$ cat src/rtl/mips_multicycle_control_if.sv
// Control-unit bus for the multi-cycle MIPS core: IR fields and memory handshake in,
// datapath strobes, ALU op, state and retirement status out.
interface mips_multicycle_control_if;
  logic [5:0]  Opcode;
  logic [5:0]  Function;
  logic        Zero;
  logic        MemReady;

  logic        PCWrite;
  logic        PCWriteCond;
  logic        IorD;
  logic        MemRead;
  logic        MemWrite;
  logic        IRWrite;
  logic        MemtoReg;
  logic        RegWrite;
  logic        RegDst;
  logic        ALUSrcA;
  logic [1:0]  PCSource;
  logic [1:0]  ALUSrcB;
  logic [1:0]  ALUop;
  logic [3:0]  State;
  logic        InstrDone;
  logic        IllegalOp;
  logic [15:0] InstrCount;

  // The control unit is the master: it reads the IR/handshake and drives the datapath.
  modport master (
    input  Opcode, Function, Zero, MemReady,
    output PCWrite, PCWriteCond, IorD, MemRead, MemWrite, IRWrite, MemtoReg,
           RegWrite, RegDst, ALUSrcA, PCSource, ALUSrcB, ALUop, State,
           InstrDone, IllegalOp, InstrCount
  );

  modport slave (
    output Opcode, Function, Zero, MemReady,
    input  PCWrite, PCWriteCond, IorD, MemRead, MemWrite, IRWrite, MemtoReg,
           RegWrite, RegDst, ALUSrcA, PCSource, ALUSrcB, ALUop, State,
           InstrDone, IllegalOp, InstrCount
  );
endinterface

$ cat src/rtl/mips_multicycle_control.sv
// Multi-cycle MIPS main control FSM with retired-instruction counter.
// Define MIPS_MEM_WAIT_EN to let MemReady stall the fetch and memory states.
module mips_multicycle_control (
  input  logic                       clk,
  input  logic                       rst_n,
  mips_multicycle_control_if.master  bus
);

  typedef enum logic [3:0] {
    S_FETCH     = 4'd0,
    S_DECODE    = 4'd1,
    S_MEM_ADDR  = 4'd2,
    S_MEM_READ  = 4'd3,
    S_MEM_WB    = 4'd4,
    S_MEM_WRITE = 4'd5,
    S_EXEC_R    = 4'd6,
    S_R_WB      = 4'd7,
    S_BRANCH    = 4'd8,
    S_JUMP      = 4'd9,
    S_EXEC_I    = 4'd10,
    S_I_WB      = 4'd11,
    S_JR        = 4'd12
  } state_t;

  typedef struct packed {
    logic       pc_write;
    logic       pc_write_cond;
    logic       ior_d;
    logic       mem_read;
    logic       mem_write;
    logic       ir_write;
    logic       mem_to_reg;
    logic       reg_write;
    logic       reg_dst;
    logic       alu_src_a;
    logic [1:0] pc_source;
    logic [1:0] alu_src_b;
    logic [1:0] alu_op;
    logic       instr_done;
    logic       illegal_op;
  } ctrl_t;

  localparam logic [5:0] OP_RTYPE = 6'd0;
  localparam logic [5:0] OP_J     = 6'd2;
  localparam logic [5:0] OP_BEQ   = 6'd4;
  localparam logic [5:0] OP_ADDI  = 6'd8;
  localparam logic [5:0] OP_ANDI  = 6'd12;
  localparam logic [5:0] OP_LW    = 6'd35;
  localparam logic [5:0] OP_SW    = 6'd43;
  localparam logic [5:0] FN_JR    = 6'd8;

  localparam logic [1:0] ALU_ADD  = 2'b00;
  localparam logic [1:0] ALU_SUB  = 2'b01;
  localparam logic [1:0] ALU_FUNC = 2'b10;
  localparam logic [1:0] ALU_AND  = 2'b11;

  localparam logic [1:0] SRCB_REG   = 2'b00;
  localparam logic [1:0] SRCB_FOUR  = 2'b01;
  localparam logic [1:0] SRCB_IMM   = 2'b10;
  localparam logic [1:0] SRCB_IMMSH = 2'b11;

  localparam logic [1:0] PCSRC_ALUOUT = 2'b01;
  localparam logic [1:0] PCSRC_JUMP   = 2'b10;
  localparam logic [1:0] PCSRC_RS     = 2'b11;

  state_t      state;
  state_t      next_state;
  ctrl_t       ctrl;
  ctrl_t       ctrl_out;
  logic [15:0] instr_count;
  logic        mem_ready;

`ifdef MIPS_MEM_WAIT_EN
  assign mem_ready = bus.MemReady;
  logic unused_inputs;
  assign unused_inputs = bus.Zero;
`else
  // Zero-wait memory: every memory access completes in the cycle it is issued.
  assign mem_ready = 1'b1;
  logic unused_inputs;
  assign unused_inputs = bus.Zero ^ bus.MemReady;
`endif

  logic is_rtype, is_jr, is_lw, is_sw, is_addi, is_andi, is_beq, is_j;

  assign is_rtype = (bus.Opcode == OP_RTYPE);
  assign is_jr    = is_rtype && (bus.Function == FN_JR);
  assign is_lw    = (bus.Opcode == OP_LW);
  assign is_sw    = (bus.Opcode == OP_SW);
  assign is_addi  = (bus.Opcode == OP_ADDI);
  assign is_andi  = (bus.Opcode == OP_ANDI);
  assign is_beq   = (bus.Opcode == OP_BEQ);
  assign is_j     = (bus.Opcode == OP_J);

  always_comb begin
    // NOTE: every output gets a default before the case so no path leaves one unassigned (no latches).
    next_state = state;
    ctrl       = '0;

    case (state)
      S_FETCH: begin
        ctrl.mem_read  = 1'b1;
        ctrl.alu_src_b = SRCB_FOUR;
        ctrl.alu_op    = ALU_ADD;
        if (mem_ready) begin
          ctrl.pc_write = 1'b1;
          ctrl.ir_write = 1'b1;
          next_state    = S_DECODE;
        end
      end

      S_DECODE: begin
        // Branch target is precomputed here so BRANCH only has to compare.
        ctrl.alu_src_b = SRCB_IMMSH;
        ctrl.alu_op    = ALU_ADD;
        if (is_rtype)              next_state = is_jr ? S_JR : S_EXEC_R;
        else if (is_lw || is_sw)   next_state = S_MEM_ADDR;
        else if (is_addi || is_andi) next_state = S_EXEC_I;
        else if (is_beq)           next_state = S_BRANCH;
        else if (is_j)             next_state = S_JUMP;
        else begin
          ctrl.illegal_op = 1'b1;
          next_state      = S_FETCH;
        end
      end

      S_MEM_ADDR: begin
        ctrl.alu_src_a = 1'b1;
        ctrl.alu_src_b = SRCB_IMM;
        ctrl.alu_op    = ALU_ADD;
        if (is_lw)      next_state = S_MEM_READ;
        else if (is_sw) next_state = S_MEM_WRITE;
        else            next_state = S_FETCH;
      end

      S_MEM_READ: begin
        ctrl.mem_read = 1'b1;
        ctrl.ior_d    = 1'b1;
        if (mem_ready) next_state = S_MEM_WB;
      end

      S_MEM_WB: begin
        ctrl.reg_write  = 1'b1;
        ctrl.mem_to_reg = 1'b1;
        ctrl.instr_done = 1'b1;
        next_state      = S_FETCH;
      end

      S_MEM_WRITE: begin
        ctrl.mem_write = 1'b1;
        ctrl.ior_d     = 1'b1;
        if (mem_ready) begin
          ctrl.instr_done = 1'b1;
          next_state      = S_FETCH;
        end
      end

      S_EXEC_R: begin
        ctrl.alu_src_a = 1'b1;
        ctrl.alu_src_b = SRCB_REG;
        ctrl.alu_op    = ALU_FUNC;
        next_state     = S_R_WB;
      end

      S_R_WB: begin
        ctrl.reg_write  = 1'b1;
        ctrl.reg_dst    = 1'b1;
        ctrl.instr_done = 1'b1;
        next_state      = S_FETCH;
      end

      S_EXEC_I: begin
        ctrl.alu_src_a = 1'b1;
        ctrl.alu_src_b = SRCB_IMM;
        ctrl.alu_op    = is_andi ? ALU_AND : ALU_ADD;
        next_state     = S_I_WB;
      end

      S_I_WB: begin
        ctrl.reg_write  = 1'b1;
        ctrl.instr_done = 1'b1;
        next_state      = S_FETCH;
      end

      S_BRANCH: begin
        ctrl.alu_src_a     = 1'b1;
        ctrl.alu_op        = ALU_SUB;
        ctrl.pc_write_cond = 1'b1;
        ctrl.pc_source     = PCSRC_ALUOUT;
        ctrl.instr_done    = 1'b1;
        next_state         = S_FETCH;
      end

      S_JUMP: begin
        ctrl.pc_write   = 1'b1;
        ctrl.pc_source  = PCSRC_JUMP;
        ctrl.instr_done = 1'b1;
        next_state      = S_FETCH;
      end

      S_JR: begin
        ctrl.pc_write   = 1'b1;
        ctrl.pc_source  = PCSRC_RS;
        ctrl.instr_done = 1'b1;
        next_state      = S_FETCH;
      end

      // Unused encodings recover to FETCH with everything deasserted.
      default: next_state = S_FETCH;
    endcase
  end

  // NOTE: state and counter use non-blocking assignments so every flop samples pre-edge values.
  always_ff @(posedge clk or negedge rst_n) begin
    if (!rst_n) begin
      state       <= S_FETCH;
      instr_count <= '0;
    end else begin
      state <= next_state;
      if (ctrl.instr_done) instr_count <= instr_count + 16'd1;
    end
  end

  // Reset kills every strobe combinationally, so a write in flight is dropped the instant rst_n falls.
  assign ctrl_out = rst_n ? ctrl : '0;

  assign bus.PCWrite     = ctrl_out.pc_write;
  assign bus.PCWriteCond = ctrl_out.pc_write_cond;
  assign bus.IorD        = ctrl_out.ior_d;
  assign bus.MemRead     = ctrl_out.mem_read;
  assign bus.MemWrite    = ctrl_out.mem_write;
  assign bus.IRWrite     = ctrl_out.ir_write;
  assign bus.MemtoReg    = ctrl_out.mem_to_reg;
  assign bus.RegWrite    = ctrl_out.reg_write;
  assign bus.RegDst      = ctrl_out.reg_dst;
  assign bus.ALUSrcA     = ctrl_out.alu_src_a;
  assign bus.PCSource    = ctrl_out.pc_source;
  assign bus.ALUSrcB     = ctrl_out.alu_src_b;
  assign bus.ALUop       = ctrl_out.alu_op;
  assign bus.InstrDone   = ctrl_out.instr_done;
  assign bus.IllegalOp   = ctrl_out.illegal_op;
  assign bus.State       = state;
  assign bus.InstrCount  = instr_count;

endmodule

$ cat src/flat_wrapper.sv
// flat-port wrapper written by rule: the top's interface ports become plain ports
module mips_multicycle_control_flat 
  (clk, rst_n, bus_Opcode, bus_Function, bus_Zero, bus_MemReady, bus_PCWrite, bus_PCWriteCond, bus_IorD, bus_MemRead, bus_MemWrite, bus_IRWrite, bus_MemtoReg, bus_RegWrite, bus_RegDst, bus_ALUSrcA, bus_PCSource, bus_ALUSrcB, bus_ALUop, bus_State, bus_InstrDone, bus_IllegalOp, bus_InstrCount);
  mips_multicycle_control_if bus_i ();
  input  logic clk;
  input  logic rst_n;
  input wire logic [$bits(bus_i.Opcode)-1:0] bus_Opcode;
  input wire logic [$bits(bus_i.Function)-1:0] bus_Function;
  input wire logic [$bits(bus_i.Zero)-1:0] bus_Zero;
  input wire logic [$bits(bus_i.MemReady)-1:0] bus_MemReady;
  output wire logic [$bits(bus_i.PCWrite)-1:0] bus_PCWrite;
  output wire logic [$bits(bus_i.PCWriteCond)-1:0] bus_PCWriteCond;
  output wire logic [$bits(bus_i.IorD)-1:0] bus_IorD;
  output wire logic [$bits(bus_i.MemRead)-1:0] bus_MemRead;
  output wire logic [$bits(bus_i.MemWrite)-1:0] bus_MemWrite;
  output wire logic [$bits(bus_i.IRWrite)-1:0] bus_IRWrite;
  output wire logic [$bits(bus_i.MemtoReg)-1:0] bus_MemtoReg;
  output wire logic [$bits(bus_i.RegWrite)-1:0] bus_RegWrite;
  output wire logic [$bits(bus_i.RegDst)-1:0] bus_RegDst;
  output wire logic [$bits(bus_i.ALUSrcA)-1:0] bus_ALUSrcA;
  output wire logic [$bits(bus_i.PCSource)-1:0] bus_PCSource;
  output wire logic [$bits(bus_i.ALUSrcB)-1:0] bus_ALUSrcB;
  output wire logic [$bits(bus_i.ALUop)-1:0] bus_ALUop;
  output wire logic [$bits(bus_i.State)-1:0] bus_State;
  output wire logic [$bits(bus_i.InstrDone)-1:0] bus_InstrDone;
  output wire logic [$bits(bus_i.IllegalOp)-1:0] bus_IllegalOp;
  output wire logic [$bits(bus_i.InstrCount)-1:0] bus_InstrCount;
  assign bus_i.Opcode = bus_Opcode;
  assign bus_i.Function = bus_Function;
  assign bus_i.Zero = bus_Zero;
  assign bus_i.MemReady = bus_MemReady;
  assign bus_PCWrite = bus_i.PCWrite;
  assign bus_PCWriteCond = bus_i.PCWriteCond;
  assign bus_IorD = bus_i.IorD;
  assign bus_MemRead = bus_i.MemRead;
  assign bus_MemWrite = bus_i.MemWrite;
  assign bus_IRWrite = bus_i.IRWrite;
  assign bus_MemtoReg = bus_i.MemtoReg;
  assign bus_RegWrite = bus_i.RegWrite;
  assign bus_RegDst = bus_i.RegDst;
  assign bus_ALUSrcA = bus_i.ALUSrcA;
  assign bus_PCSource = bus_i.PCSource;
  assign bus_ALUSrcB = bus_i.ALUSrcB;
  assign bus_ALUop = bus_i.ALUop;
  assign bus_State = bus_i.State;
  assign bus_InstrDone = bus_i.InstrDone;
  assign bus_IllegalOp = bus_i.IllegalOp;
  assign bus_InstrCount = bus_i.InstrCount;
  mips_multicycle_control u_core (.clk(clk), .rst_n(rst_n), .bus(bus_i));
endmodule
$ cat config.mk
export PLATFORM = sky130hd
export DESIGN_NAME = mips_multicycle_control_flat
export DESIGN_NICKNAME = d
export VERILOG_FILES = /design/src/rtl/mips_multicycle_control_if.sv /design/src/rtl/mips_multicycle_control.sv /design/src/flat_wrapper.sv
export SDC_FILE = /design/constraint.sdc
export NUM_CORES = 1
export LEC_CHECK = 0
export ABC_AREA = 1
export CAP_MARGIN = 30
export CORE_ASPECT_RATIO = 1.25
export CORE_MARGIN = 2
export CORE_UTILIZATION = 40
export DETAILED_ROUTE_END_ITERATION = 10
export HOLD_SLACK_MARGIN = 0.08
export MAX_ROUTING_LAYER = met4
export PLACE_DENSITY_LB_ADDON = 0.1
export SLEW_MARGIN = 20
export SYNTH_ARGS = -nofsm -noshare
export SYNTH_HDL_FRONTEND = slang
export SYNTH_SLANG_ARGS = --single-unit
$ cat constraint.sdc
create_clock -name clk -period 1.15 [get_ports clk]
set_input_delay 0.1725 -clock clk [delete_from_list [all_inputs] [get_ports clk]]
set_output_delay 0.1725 -clock clk [all_outputs]
set_load 0.005 [all_outputs]
==> results of run 1 <==
-- power by group --
group | internal (mW) | leakage, nW | total, mW | switching [mW]
clock network | 0.306 | 0.0288 | 0.585 | 0.279
registers | 0.798 | 0.269 | 0.928 | 0.130
logic | 1.08 | 1.41 | 2.10 | 1.03
total | 2.18 | 1.71 | 3.62 | 1.43
-- through the flow --
step	hold slack, ps	TNS [ps]	setup slack, ps	area (um2)	total power [mW]
after floorplan	-123	-214	-50.9	1460	1.38
after global placement	522	-16640	-814	2440	2.25
after detailed placement	546	-17180	-878	2440	2.28
after CTS	325	-12320	-506	2860	3.14
after global routing	338	-18850	-620	3190	3.77
final	325	-17130	-579	3190	3.62
-- repair_timing --
action                     4_1_cts  5_1_grt
hold buffers                     0        0
pin swaps                       19       31
setup endpoints to repair       58       45
setup buffers                   33       14
resized for setup              175       90
gates cloned                     2        0
-- cell families (layout without fill, tap and decap cells) --
| group | Yosys count | in the layout | share of synthesized area, % |
|---|---|---|---|
| AND/OR/NAND/NOR | 135 | 135 | 42.0 |
| adder cells (fa/ha/maj) | 1 | 1 | 0.863 |
| XOR/XNOR | 9 | 9 | 5.96 |
| AO/OA/AOI/OAI | 19 | 19 | 6.82 |
| flip-flops | 20 | 20 | 34.5 |
| buffers and inverters | 36 | 184 | 9.84 |
-- routing by layer --
layer	share of wire, %	vias up	routed length (um)
met1	36	1046	2670
met4	5.8	0	433
met3	7.3	45	546
met2	51	157	3790
met5	0	-	0
li1	-	983	-
-- worst paths after layout --
path                                     startpoint                       end  slack (ps)  cells after the start
min                                           rst_n  u_core.bus.InstrCount[8]         330                      2
max                             u_core.bus.State[1]              bus_MemtoReg        -580                      6
max reg2reg                     u_core.bus.State[1]  u_core.bus.InstrCount[8]        -470                      9
min in group clk                      bus_Opcode[2]       u_core.bus.State[3]         540                      7
max in group asynchronous                     rst_n  u_core.bus.InstrCount[4]         570                      3
min reg2reg                u_core.bus.InstrCount[9]  u_core.bus.InstrCount[9]         590                      2
-- synth_stat cells, drive strengths merged --
cell and number:
xnor2 3, nand2 69, nor3 6, clkbuf 1, inv 33, a21oi 9, clkinv 1, ha 1
a31oi 1, nor2 42, o21ai 8, a211oi 1, xor2 6, dfrtp 20, nand4 9, buf 1
nand3 8, or2 1
-- final cells by class --
type	instances	share of cell area [%]
clock buffer	4	1.72
inverter	34	5.37
multi-input combinational	164	35.1
sequential	20	15.7
tap	39	1.53
timing repair buffer	145	40.2
timing repair inverter	1	0.353
-- sequential cells by signal, indices dropped and copies added, names as in the netlist --
| name | cells |
|---|---|
| u_core.bus.InstrCount | 16 |
| u_core.bus.State | 4 |
==> metrics, run 1 <==
result of the run finished with violations; violations in the final reports negative setup slack; commonest cells after routing, fill and taps aside buf_4, nand2_1, buf_6; post-synthesis cell type with the largest combined area dfrtp_1; total of warnings raised by yosys 0; overall via count from detail_route 2231; cells taking the most area after synthesis dfrtp_1, nand2_1, nor2_1, inv_1, nand4_1; Critical Path Slowest Stage Cell dfrtp_2; die span in x 57.8 um; cell count after synthesis 220; Post-Syn Area per Cell 6.59 um2; number of failing setup endpoints in the final timing report 43; drt first-iter violations 136; Die Span Y 71.3 um; Critical Path End Type output port; met1 GRT Util 31.0%; number of filler instances in the final layout 149; fraction of layout cells with a size suffix above 1 57.3%; max-cap violation count 0; residual overflow from global routing 0; power per cell area 1130 nW/um2; placement row count 24; Final period util 150%; Slew @ Worst Pin 268 ps; number of nets produced by synthesis 237; sequential fraction of the synthesis area 34.5%; post-route setup slack -579 ps; Worst path max stage delay 460 ps; crit path kind register to output port; Data arrival, critical path 1560 ps; count of buffering cells on the critical path with inverters included 3; clock skew 12.1 ps; All-Layer GR Usage 29.4%; root buf cell clkbuf_8; commonest non-fill, non-tap cell in the layout buf_4; CTS H-tree depth 1; initial core utilization 41.6%; largest fanout on the critical path 3; wire length of the first global-routing pass 9110 um; global routing usage on met2 54.4%; combined area of the multi-input logic cells 1120 um2; TritonCTS clock tree built; number of remaining DRC errors 0; RSZ-0062 raised after global routing true; Detailed Route WL 7440 um; maximum vdd ir drop 1270 uV; hold violation total from the final report 0; remaining antenna violation count 0; leak pwr 1.71 nW; number of global-route vias before repair 2029; clock network latency to the later pin of the worst-skew pair 280 ps; via density per instance 5.48; required time worst endpoint 980 ps; largest net degree at the start of global routing 18; Netlist Area Pre-Place 1450 um2; area share of the leading cell type in the synthesized netlist 34.5%; Core ar. 3480 um2; I/O Pins 54; die outline area 4120 um2; critical path cell sequence buf_6 > nor2_4 > buf_4 > nand2_1 > nor2_1 > clkdlybuf4s15_2; post-DP HPWL 3270 um; number of clock buffers inserted by TritonCTS 3; Port Buffer Count 51; Finished Layout Cells 407; Reg clk slew, reported paths 90 ps; cell family contributing the most delay on the critical path buffers and inverters; critical path launch point type register; slew margin rel. 81.9%; Sinks on Clock Net 20; Routed wire per std cell 18.3 um; classification of the worst-slack hold path input port to asynchronous set/reset pin; diode insertion count for antenna repair 0; GPL Wtd Cong 0.879; global-route track usage on met3 2.53%; fin. max-slew vios 0; Cell Count Post-Placement 364; area taken by flip-flops and latches 503 um2; maximum clock path buffer count 2; f_max 578 MHz; most utilized layer in the global route result met2; core occupancy in the finished layout 91.7%; Seq cells post-synth 20; unique cell type count in the Yosys netlist 27; time the final worst path needs with I/O delays and setup 1730 ps; Pre-Repair DR Iteration Count 4; area added between synthesis and finish 120%; number of antenna violations at the first check in global routing 0; count of nets after finishing 386
No activity file was read; power rests on OpenSTA's default activity.
==> run 2: changes to the inputs <==
Settings changed: CORE_MARGIN 2 to 4, CORE_UTILIZATION 40 to 44.
Clock period 1.15 ns to 1.7 ns, I/O delays scaled along.
==> metrics, run 2 (synthesized netlist as in run 1, its figures left out) <==
time the final worst path needs with I/O delays and setup 1780 ps; diode insertion count for antenna repair 0 (unchanged); crit path kind register to output port; number of failing setup endpoints in the final timing report 7 (-84%); post-route setup slack -77.4 ps (+502 ps); internal power consumption 1.23 mW (-44%); All-Layer GR Usage 21.3% (-8.0 points); leak pwr 1.27 nW (-26%); number of global-route vias before repair 1657 (-18%); f_max 563 MHz; fin. max-slew vios 0 (unchanged); number of remaining DRC errors 0 (unchanged); commonest cells after routing, fill and taps aside nand2_1, buf_4, nor2_1; die span in x 59.3 um (+2.6%); number of clock buffers inserted by TritonCTS 3 (unchanged); overall via count from detail_route 1778 (-20%); post-DP HPWL 3160 um (-3.2%); Sinks on Clock Net 20 (unchanged); residual overflow from global routing 0 (unchanged); crit path launch u_core.bus.State[2]; number of antenna violations at the first check in global routing 0 (unchanged); Cell Count Post-Placement 341 (-6.3%); RSZ-0062 raised after global routing true; largest fanout on the critical path 3 (unchanged); sequential cell fraction of total power 31.8% (+6.1 points); initial core utilization 45.4% (+3.8 points); clock skew 5.77 ps (-6.35 ps); Finished Layout Cells 358 (-12%); Data arrival, critical path 1520 ps (-40 ps); required time worst endpoint 1440 ps (+460 ps); Reg clk slew, reported paths 70 ps (-20 ps); fraction of layout cells with a size suffix above 1 35.8% (-22 points); GPL Wtd Cong 0.902 (+2.6%); Detailed Route WL 4560 um (-39%); R2R depth 9 (unchanged); pre-CTS worst setup slack -504 ps (+374 ps); Port Buffer Count 51 (unchanged); classification of the worst-slack hold path input port to asynchronous set/reset pin; Hold WS 502 ps (+177 ps); switching power summed over all nets 0.695 mW (-52%); placement row count 23 (-4.2%); critical path launch point type register; combinational share of power 52.1% (-6.1 points); via density per instance 4.97 (-9.4%); Pre-Repair DR Iteration Count 4 (unchanged); Slew @ Worst Pin 251 ps (-17.0 ps); I/O Pins 54 (unchanged); TritonCTS clock tree built; max-cap violation count 0 (unchanged); area added between synthesis and finish 70.1%; power per cell area 780 nW/um2 (-31%); core occupancy in the finished layout 77.2% (-15 points); wire length of the first global-routing pass 6930 um (-24%); slew margin rel. 83.2% (+1.2 points); Die Span Y 72.2 um (+1.2%); hold violation total from the final report 0 (unchanged); hold-fix buffers at CTS 0 (unchanged); commonest non-fill, non-tap cell in the layout nand2_1; clock network latency to the later pin of the worst-skew pair 260 ps (-20 ps); r2r startpoint u_core.bus.State[3]; Net Sw Frac 36.2% (-3.5 points); count of nets after finishing 340 (-12%); Core ar. 3190 um2 (-8.3%); result of the run finished with violations; maximum vdd ir drop 517 uV (-59%); remaining antenna violation count 0 (unchanged); Final period util 105%; flip-flop count of the largest register after layout 16 (unchanged); die outline area 4280 um2 (+3.8%); Routed wire per std cell 12.7 um (-30%); violations in the final reports negative setup slack; largest net degree at the start of global routing 21 (+3); maximum clock path buffer count 2 (unchanged); Critical Path End Type output port; root buf cell clkbuf_8; drt first-iter violations 34 (-75%); CTS H-tree depth 1 (unchanged); share of power burned in the clock network 16.2% (about the same)
run 2: cell count changes in the layout (fill, tap and decap cells not counted), sizes merged:
cell           delta
dlygate4sd2       -8
clkinv            -1
dlymetal6s2s      +1
clkbuf            +2
buf              -56
clkdlybuf4s50    +15
run 2: layout make-up:
class                           count  area (um2)
Sequential cell                    20         503
Multi-Input combinational cell    164         907
Tap cell                           37        46.3
Fill cell                         252         729
Clock buffer                        3        41.3
Timing Repair Buffer              100         836
Inverter                           34         131
run 2: final timing paths:
path / slack (ps) / endpoint
worst max-delay path: -80 / bus_PCSource[1]
worst min-delay path: 500 / u_core.bus.State[2]
worst max register to register: 110 / u_core.bus.InstrCount[9]
worst min register to register: 530 / u_core.bus.InstrCount[4]
max in group asynchronous: 970 / u_core.bus.State[1]
min in group clk: 510 / u_core.bus.State[3]
run 2: per-stage QoR:
stage	setup TNS (ps)	power (mW)	cell area, um2
2_1_floorplan	0	0.910	1450
3_3_place_gp	-4280	1.40	2270
3_5_place_dp	-4430	1.41	2270
4_1_cts	-437	1.77	2360
5_1_grt	-1040	2.04	2460
6_report	-277	1.92	2460
run 2: power groups by stage:
stage	Clock [mW]	Combinational, mW	Sequential (mW)
final	0.311	1.00	0.610
after global routing	0.340	1.08	0.622
after CTS	0.312	0.832	0.624
after detailed placement	0	0.782	0.626
after global placement	0	0.775	0.625
after floorplan	0	0.296	0.614
run 2: what timing repair did:
action,CTS,global route
pin swaps,8,13
cloned,0,0
buffers inserted,6,8
resized for setup,62,48
setup endpoints to repair,18,20
run 2: per-layer routing:
metal  track usage, %  wire length (um)
met2             37.9              2470
met3             1.42               208
met4             9.07               121
met5                -                 0
met1             24.1              1760
run 2: worst max-delay path: stages (launching register included):
cell and delay (ps):
dfrtp_1 420, buf_6 130, inv_4 40, buf_4 140, nor3_4 180, a21oi_2 50
nor2_1 70, dlygate4sd2_1 230
